==> config.mk <==
export PLATFORM = sky130hd
export DESIGN_NAME = mc_cpu_core
export DESIGN_NICKNAME = d
export VERILOG_FILES = /design/src/rtl/mc_cpu_core.sv
export SDC_FILE = /design/constraint.sdc
export NUM_CORES = 2
export LEC_CHECK = 0
export BUFFER_PORTS_ARGS = -buffer_cell sky130_fd_sc_hd__buf_2
export CAP_MARGIN = 15
export CORE_MARGIN = 2
export CORE_UTILIZATION = 51
export CTS_CLUSTER_SIZE = 30
export DETAILED_ROUTE_END_ITERATION = 8
export GPL_TIMING_DRIVEN = 0
export PLACE_DENSITY_LB_ADDON = 0.12
export SLEW_MARGIN = 20
export SYNTH_ARGS = -nofsm -noshare
export SYNTH_HDL_FRONTEND = slang
export SYNTH_SLANG_ARGS = --single-unit
==> constraint.sdc <==
create_clock -name clk -period 9.2 [get_ports clk]
set_input_delay 0.92 -clock clk [delete_from_list [all_inputs] [get_ports clk]]
set_output_delay 0.92 -clock clk [all_outputs]
set_load 0.05 [all_outputs]
==> src/rtl/mc_cpu_core.sv <==
// Multi-cycle MIPS-subset core: control FSM, register file, ALU and a single
// req/ack memory port shared by instruction fetch and data access.
//
// state  | meaning
// FETCH  | issue / await instruction read, IR <= rdata, PC += 4
// DECODE | latch A/B from register file, check opcode/funct
// EXEC   | ALU op, address calc, branch / jump resolution
// MEM    | issue / await lw read or sw write
// WB     | write ALUOut or MDR to rd / rt
// ERR    | undecodable instruction, parked until reset
module mc_cpu_core #(
    parameter logic [31:0] RESET_PC = 32'h0000_0000,
    parameter logic [4:0]  LINK_REG = 5'd31
) (
    input  logic        clk,
    input  logic        cpu_rst_n,
    input  logic        cpu_en,
    output logic        mem_req,
    output logic        mem_we,
    output logic [31:0] mem_addr,
    output logic [31:0] mem_wdata,
    input  logic [31:0] mem_rdata,
    input  logic        mem_ack,
    input  logic [4:0]  debug_addr,
    output logic [31:0] debug_data,
    output logic [31:0] pc,
    output logic [2:0]  state,
    output logic        illegal,
    output logic [31:0] instr_count
);
    typedef enum logic [2:0] {
        S_FETCH  = 3'd0,
        S_DECODE = 3'd1,
        S_EXEC   = 3'd2,
        S_MEM    = 3'd3,
        S_WB     = 3'd4,
        S_ERR    = 3'd7
    } state_t;

    localparam logic [5:0] OP_R    = 6'h00, OP_J    = 6'h02, OP_JAL  = 6'h03;
    localparam logic [5:0] OP_BEQ  = 6'h04, OP_BNE  = 6'h05, OP_ADDI = 6'h08;
    localparam logic [5:0] OP_SLTI = 6'h0A, OP_ANDI = 6'h0C, OP_ORI  = 6'h0D;
    localparam logic [5:0] OP_LUI  = 6'h0F, OP_LW   = 6'h23, OP_SW   = 6'h2B;

    state_t      st;
    logic [31:0] ir, a, b, alu_out, mdr;
    logic [31:0] rf [0:31];

    logic [5:0]  opcode, funct;
    logic [4:0]  rs, rt, rd, shamt;
    logic [15:0] imm;
    logic [25:0] target;
    logic [31:0] sext, zext, alu_res, wb_data;
    logic [4:0]  wb_dst;
    logic        legal, taken;

    assign opcode = ir[31:26];
    assign rs     = ir[25:21];
    assign rt     = ir[20:16];
    assign rd     = ir[15:11];
    assign shamt  = ir[10:6];
    assign funct  = ir[5:0];
    assign imm    = ir[15:0];
    assign target = ir[25:0];
    assign sext   = {{16{imm[15]}}, imm};
    assign zext   = {16'h0000, imm};

    assign state      = st;
    assign debug_data = (debug_addr == 5'd0) ? 32'h0 : rf[debug_addr];

    always_comb begin
        legal = 1'b0;
        case (opcode)
            OP_R: case (funct)
                6'h20, 6'h22, 6'h24, 6'h25, 6'h27, 6'h2A, 6'h00, 6'h02: legal = 1'b1;
                default: legal = 1'b0;
            endcase
            OP_J, OP_JAL, OP_BEQ, OP_BNE, OP_ADDI, OP_SLTI,
            OP_ANDI, OP_ORI, OP_LUI, OP_LW, OP_SW: legal = 1'b1;
            default: legal = 1'b0;
        endcase
    end

    always_comb begin
        alu_res = 32'h0;
        if (opcode == OP_R) begin
            case (funct)
                6'h20:   alu_res = a + b;
                6'h22:   alu_res = a - b;
                6'h24:   alu_res = a & b;
                6'h25:   alu_res = a | b;
                6'h27:   alu_res = ~(a | b);
                6'h2A:   alu_res = {31'b0, $signed(a) < $signed(b)};
                6'h00:   alu_res = b << shamt;
                6'h02:   alu_res = b >> shamt;
                default: alu_res = 32'h0;
            endcase
        end else begin
            case (opcode)
                OP_ADDI, OP_LW, OP_SW: alu_res = a + sext;
                OP_SLTI: alu_res = {31'b0, $signed(a) < $signed(sext)};
                OP_ANDI: alu_res = a & zext;
                OP_ORI:  alu_res = a | zext;
                OP_LUI:  alu_res = {imm, 16'h0000};
                default: alu_res = 32'h0;
            endcase
        end
    end

    always_comb begin
        taken   = ((opcode == OP_BEQ) && (a == b)) || ((opcode == OP_BNE) && (a != b));
        wb_dst  = (opcode == OP_R) ? rd : rt;
        wb_data = (opcode == OP_LW) ? mdr : alu_out;
    end

    always_ff @(posedge clk or negedge cpu_rst_n) begin
        if (!cpu_rst_n) begin
            st          <= S_FETCH;
            pc          <= RESET_PC;
            mem_req     <= 1'b0;
            mem_we      <= 1'b0;
            mem_addr    <= 32'h0;
            mem_wdata   <= 32'h0;
            illegal     <= 1'b0;
            instr_count <= 32'h0;
            ir          <= 32'h0;
            a           <= 32'h0;
            b           <= 32'h0;
            alu_out     <= 32'h0;
            mdr         <= 32'h0;
            for (int i = 0; i < 32; i++) rf[i] <= 32'h0;
        end else begin
            case (st)
                S_FETCH: begin
                    // An outstanding request completes even with cpu_en low.
                    if (mem_req) begin
                        if (mem_ack) begin
                            mem_req <= 1'b0;
                            ir      <= mem_rdata;
                            pc      <= pc + 32'd4;
                            st      <= S_DECODE;
                        end
                    end else if (cpu_en) begin
                        mem_req  <= 1'b1;
                        mem_we   <= 1'b0;
                        mem_addr <= pc;
                    end
                end
                S_DECODE: if (cpu_en) begin
                    a <= rf[rs];
                    b <= rf[rt];
                    if (legal) st <= S_EXEC;
                    else begin
                        st      <= S_ERR;
                        illegal <= 1'b1;
                    end
                end
                S_EXEC: if (cpu_en) begin
                    case (opcode)
                        OP_LW, OP_SW: begin
                            alu_out <= alu_res;
                            st      <= S_MEM;
                        end
                        OP_BEQ, OP_BNE: begin
                            if (taken) pc <= pc + {sext[29:0], 2'b00};
                            st          <= S_FETCH;
                            instr_count <= instr_count + 32'd1;
                        end
                        OP_J, OP_JAL: begin
                            pc <= {pc[31:28], target, 2'b00};
                            if (opcode == OP_JAL && LINK_REG != 5'd0) rf[LINK_REG] <= pc;
                            st          <= S_FETCH;
                            instr_count <= instr_count + 32'd1;
                        end
                        default: begin
                            alu_out <= alu_res;
                            st      <= S_WB;
                        end
                    endcase
                end
                S_MEM: begin
                    if (mem_req) begin
                        if (mem_ack) begin
                            mem_req <= 1'b0;
                            if (opcode == OP_LW) begin
                                mdr <= mem_rdata;
                                st  <= S_WB;
                            end else begin
                                st          <= S_FETCH;
                                instr_count <= instr_count + 32'd1;
                            end
                        end
                    end else if (cpu_en) begin
                        mem_req   <= 1'b1;
                        mem_we    <= (opcode == OP_SW);
                        mem_addr  <= {alu_out[31:2], 2'b00};
                        mem_wdata <= b;
                    end
                end
                S_WB: if (cpu_en) begin
                    if (wb_dst != 5'd0) rf[wb_dst] <= wb_data;
                    st          <= S_FETCH;
                    instr_count <= instr_count + 32'd1;
                end
                S_ERR: begin
                    illegal <= 1'b1;
                    mem_req <= 1'b0;
                end
                default: st <= S_FETCH;
            endcase
        end
    end
endmodule
==> results.cfg <==
[timing]
setup_viol = 0
tightest_slew_ns = 1.34
setup-tns-final_ns = 0
rsz0062_at_grt = no
post-route-period-util_pct = 69.3
maxSlewHeadroom_pct = 10.9
maxSlewViolCount = 0
finClkSkew_ns = 0.0400
min_period_ns = 6.37
clock.fmax_ghz = 0.157
hold_viol = 0

[routing]
drt_wl_total_um = 403000
vias_per_cell = 7.11
firstDrtPassIters = 6
ant_nets = 0
routedWlPerCell_um = 38.1
via_count = 75200
drc = 0
drt-initial-drc-count = 11100

[clock_network]
cts_buffers = 151
cts.clk_slew.worst_paths_ns = 0.06
cts_tree = yes
cts.sinks = 1315
clkLatencyLatePin_ns = 0.86
htree_levels = 4
clockBufferDepth = 3
cts_root_buffer = clkbuf_16

[outcome]
status = completed

[yosys]
synthFlopType = dfrtp_1
ys_types = 90
ys_warn_count = 0
synthAdderAreaFrac_pct = 3.36
syn-instance-count = 7847
synth.area.mux_share_pct = 30.0
synthSimpleGateAreaFrac_pct = 9.65
yosys.area_share.xor_xnor_pct = 1.37
synth_seq_area_share_pct = 38.4
ys_ff_latch = 1315
syn_area_sq_um = 85800
synth-compound-area-share_pct = 13.0
synth-edff-count = 0
synth.avg_cell_area_sq_um = 10.9
async_flop_share_pct = 100
synth_top_family_by_area = multiplexers

[min_path]
hold_class = input pin to flip-flop

[floorplanning]
placementRows = 150
die_w_um = 414
start_util_pct = 51.4
core_sq_um = 167000
io_pins = 207
fp.dieH_um = 414
dieArea_sq_um = 172000

[global_route]
met1_usage_pct = 55.5
grt_usage_pct = 46.5
gr-total-overflow = 0
grt.busiest_layer = met2
met2_usage_pct = 69.7
grt_pass1_wl_um = 558000
antenna_found_initial = 32
grt_max_degree = 134
grt_pass1_vias = 73300
grtUsageMet3_pct = 15.8

[placed_design]
numPortBuffers = 201
hpwl_um = 316000
gp_congestion = 1.08

[final_layout]
finalNetCount = 8506
fillers = 14200
final_common_cell = dfrtp_1
finalCoreUtilization_pct = 57.2
syn2layout_area_growth_pct = 11.4
drive_above_1_share_pct = 21.8
layout_common_cells = dfrtp_1 (1314), mux4_2 (984), nor2_1 (958)

[power]
power_density_nw_per_um2 = 389
ir_drop_mv = 0.271
p_leak_nw = 40.7

[setup_path]
critPathCaptureType = flip-flop
arrival_ns = 7.12
cp.required_ns = 9.94
critPathLaunchType = flip-flop
cp_max_fo = 11
crit_type = flip-flop to flip-flop

[run]
drv_cap = 0
worst max-delay path, stage by stage (launching register included):
cell	delay [ns]
dfrtp_1	0.62
buf_2	0.34
inv_1	0.34
buf_1	0.69
buf_1	0.93
ha_1	0.40
clkbuf_1	0.21
a21oi_1	0.16
a21boi_0	0.15
o31a_1	0.41
a31o_2	0.33
a221oi_1	0.85
o21bai_1	0.20
xnor2_1	0.24
a21oi_1	0.10
a211oi_1	0.26
cell families (layout without fill, tap and decap cells):
group | Yosys count | after routing
AOI/OAI and AO/OA | 1962 | 1962
xor gates and xnor gates | 134 | 134
buffers and inverters | 909 | 1413
muxes | 1326 | 1326
DFF | 1315 | 1315
other | 1 | 24
adders and majority gates | 228 | 228
and+or+nand+nor | 1972 | 1972
cells in the mapped netlist (all sizes together), types with 49 or more instances:
cell type	n	share of area, %
dfrtp	1315	38
mux4	984	26
nor2	977	4.4
a21oi	935	5.5
nand2	656	2.9
o21ai	585	3.4
clkbuf	540	2.4
mux2i	232	2.7
ha	224	3.3
buf	218	1.2
inv	150	0.66
xnor2	111	1.1
mux2	110	1.4
nand3	61	0.36
nor3	60	0.37
nor2b	49	0.36
timing repair:
action                    CTS  global route
hold buffers                1             0
resized for setup           0             0
buffers inserted            0             0
hold endpoints to repair   22             0
registers in the layout, summed over array words and instances, names as in the netlist:
name	cells
a	32
alu_out	32
b	32
illegal	1
instr_count	32
ir	32
mdr	32
mem_addr	31
mem_req	1
mem_wdata	32
mem_we	1
pc	30
rf	1024
state	3
worst paths after layout:
path	from	end	cells past startpoint	slack, ns
worst max-delay path	ir[6]$_DFFE_PN0P_	alu_out[26]$_DFFE_PN0P_	15	2.83
worst min-delay path	mem_rdata[4]	ir[4]$_DFFE_PN0P_	2	0.33
worst max register to register	ir[6]$_DFFE_PN0P_	alu_out[26]$_DFFE_PN0P_	15	2.83
worst min register to register	instr_count[31]$_DFFE_PN0P_	instr_count[31]$_DFFE_PN0P_	1	0.47
max in group asynchronous	cpu_rst_n	mem_wdata[8]$_DFFE_PN0P_	7	5.82
min in group asynchronous	cpu_rst_n	rf[923]$_DFFE_PN0P_	2	0.51
through the flow:
| step | area (sq um) | std cells | hold slack [ns] | total power, W | worst slack [ns] |
|---|---|---|---|---|---|
| after floorplan | 85800 | 7848 | 0.450 | 0.0218 | 4.83 |
| after global placement | 89600 | 10300 | 0.454 | 0.0295 | -22.01 |
| after detailed placement | 90400 | 10300 | 0.467 | 0.0299 | 3.04 |
| after CTS | 95400 | 10600 | 0.293 | 0.0362 | 3.00 |
| after global routing | 95500 | 10600 | 0.323 | 0.0382 | 2.79 |
| final | 95500 | 10600 | 0.329 | 0.0372 | 2.83 |
routing by layer:
metal | share of wire [%] | wire (um)
met3 | 12 | 50100
met1 | 34 | 137000
met4 | 9.3 | 37500
met2 | 44 | 178000
met5 | 0.034 | 137
area by class of cell:
class	count	area, sq um	share of cell area [%]
clock buffer	205	4250	4.45
inverter	151	567	0.593
timing repair buffer	236	1740	1.82
antenna	22	55.1	0.0576
clock inverter	63	792	0.829
tap	2204	2760	2.89
sequential	1315	32900	34.4
buffer	758	3150	3.30
multi-input combinational	5624	49300	51.6
where the power goes:
part | internal [W] | leakage, nW | total (W) | switching, W
clock | 0.00360 | 2.48 | 0.00632 | 0.00271
sequential | 0.00735 | 17.8 | 0.00992 | 0.00257
combinational | 0.00736 | 20.4 | 0.0209 | 0.0136
total | 0.0183 | 40.7 | 0.0372 | 0.0189
No activity file was read; power rests on OpenSTA's default activity.
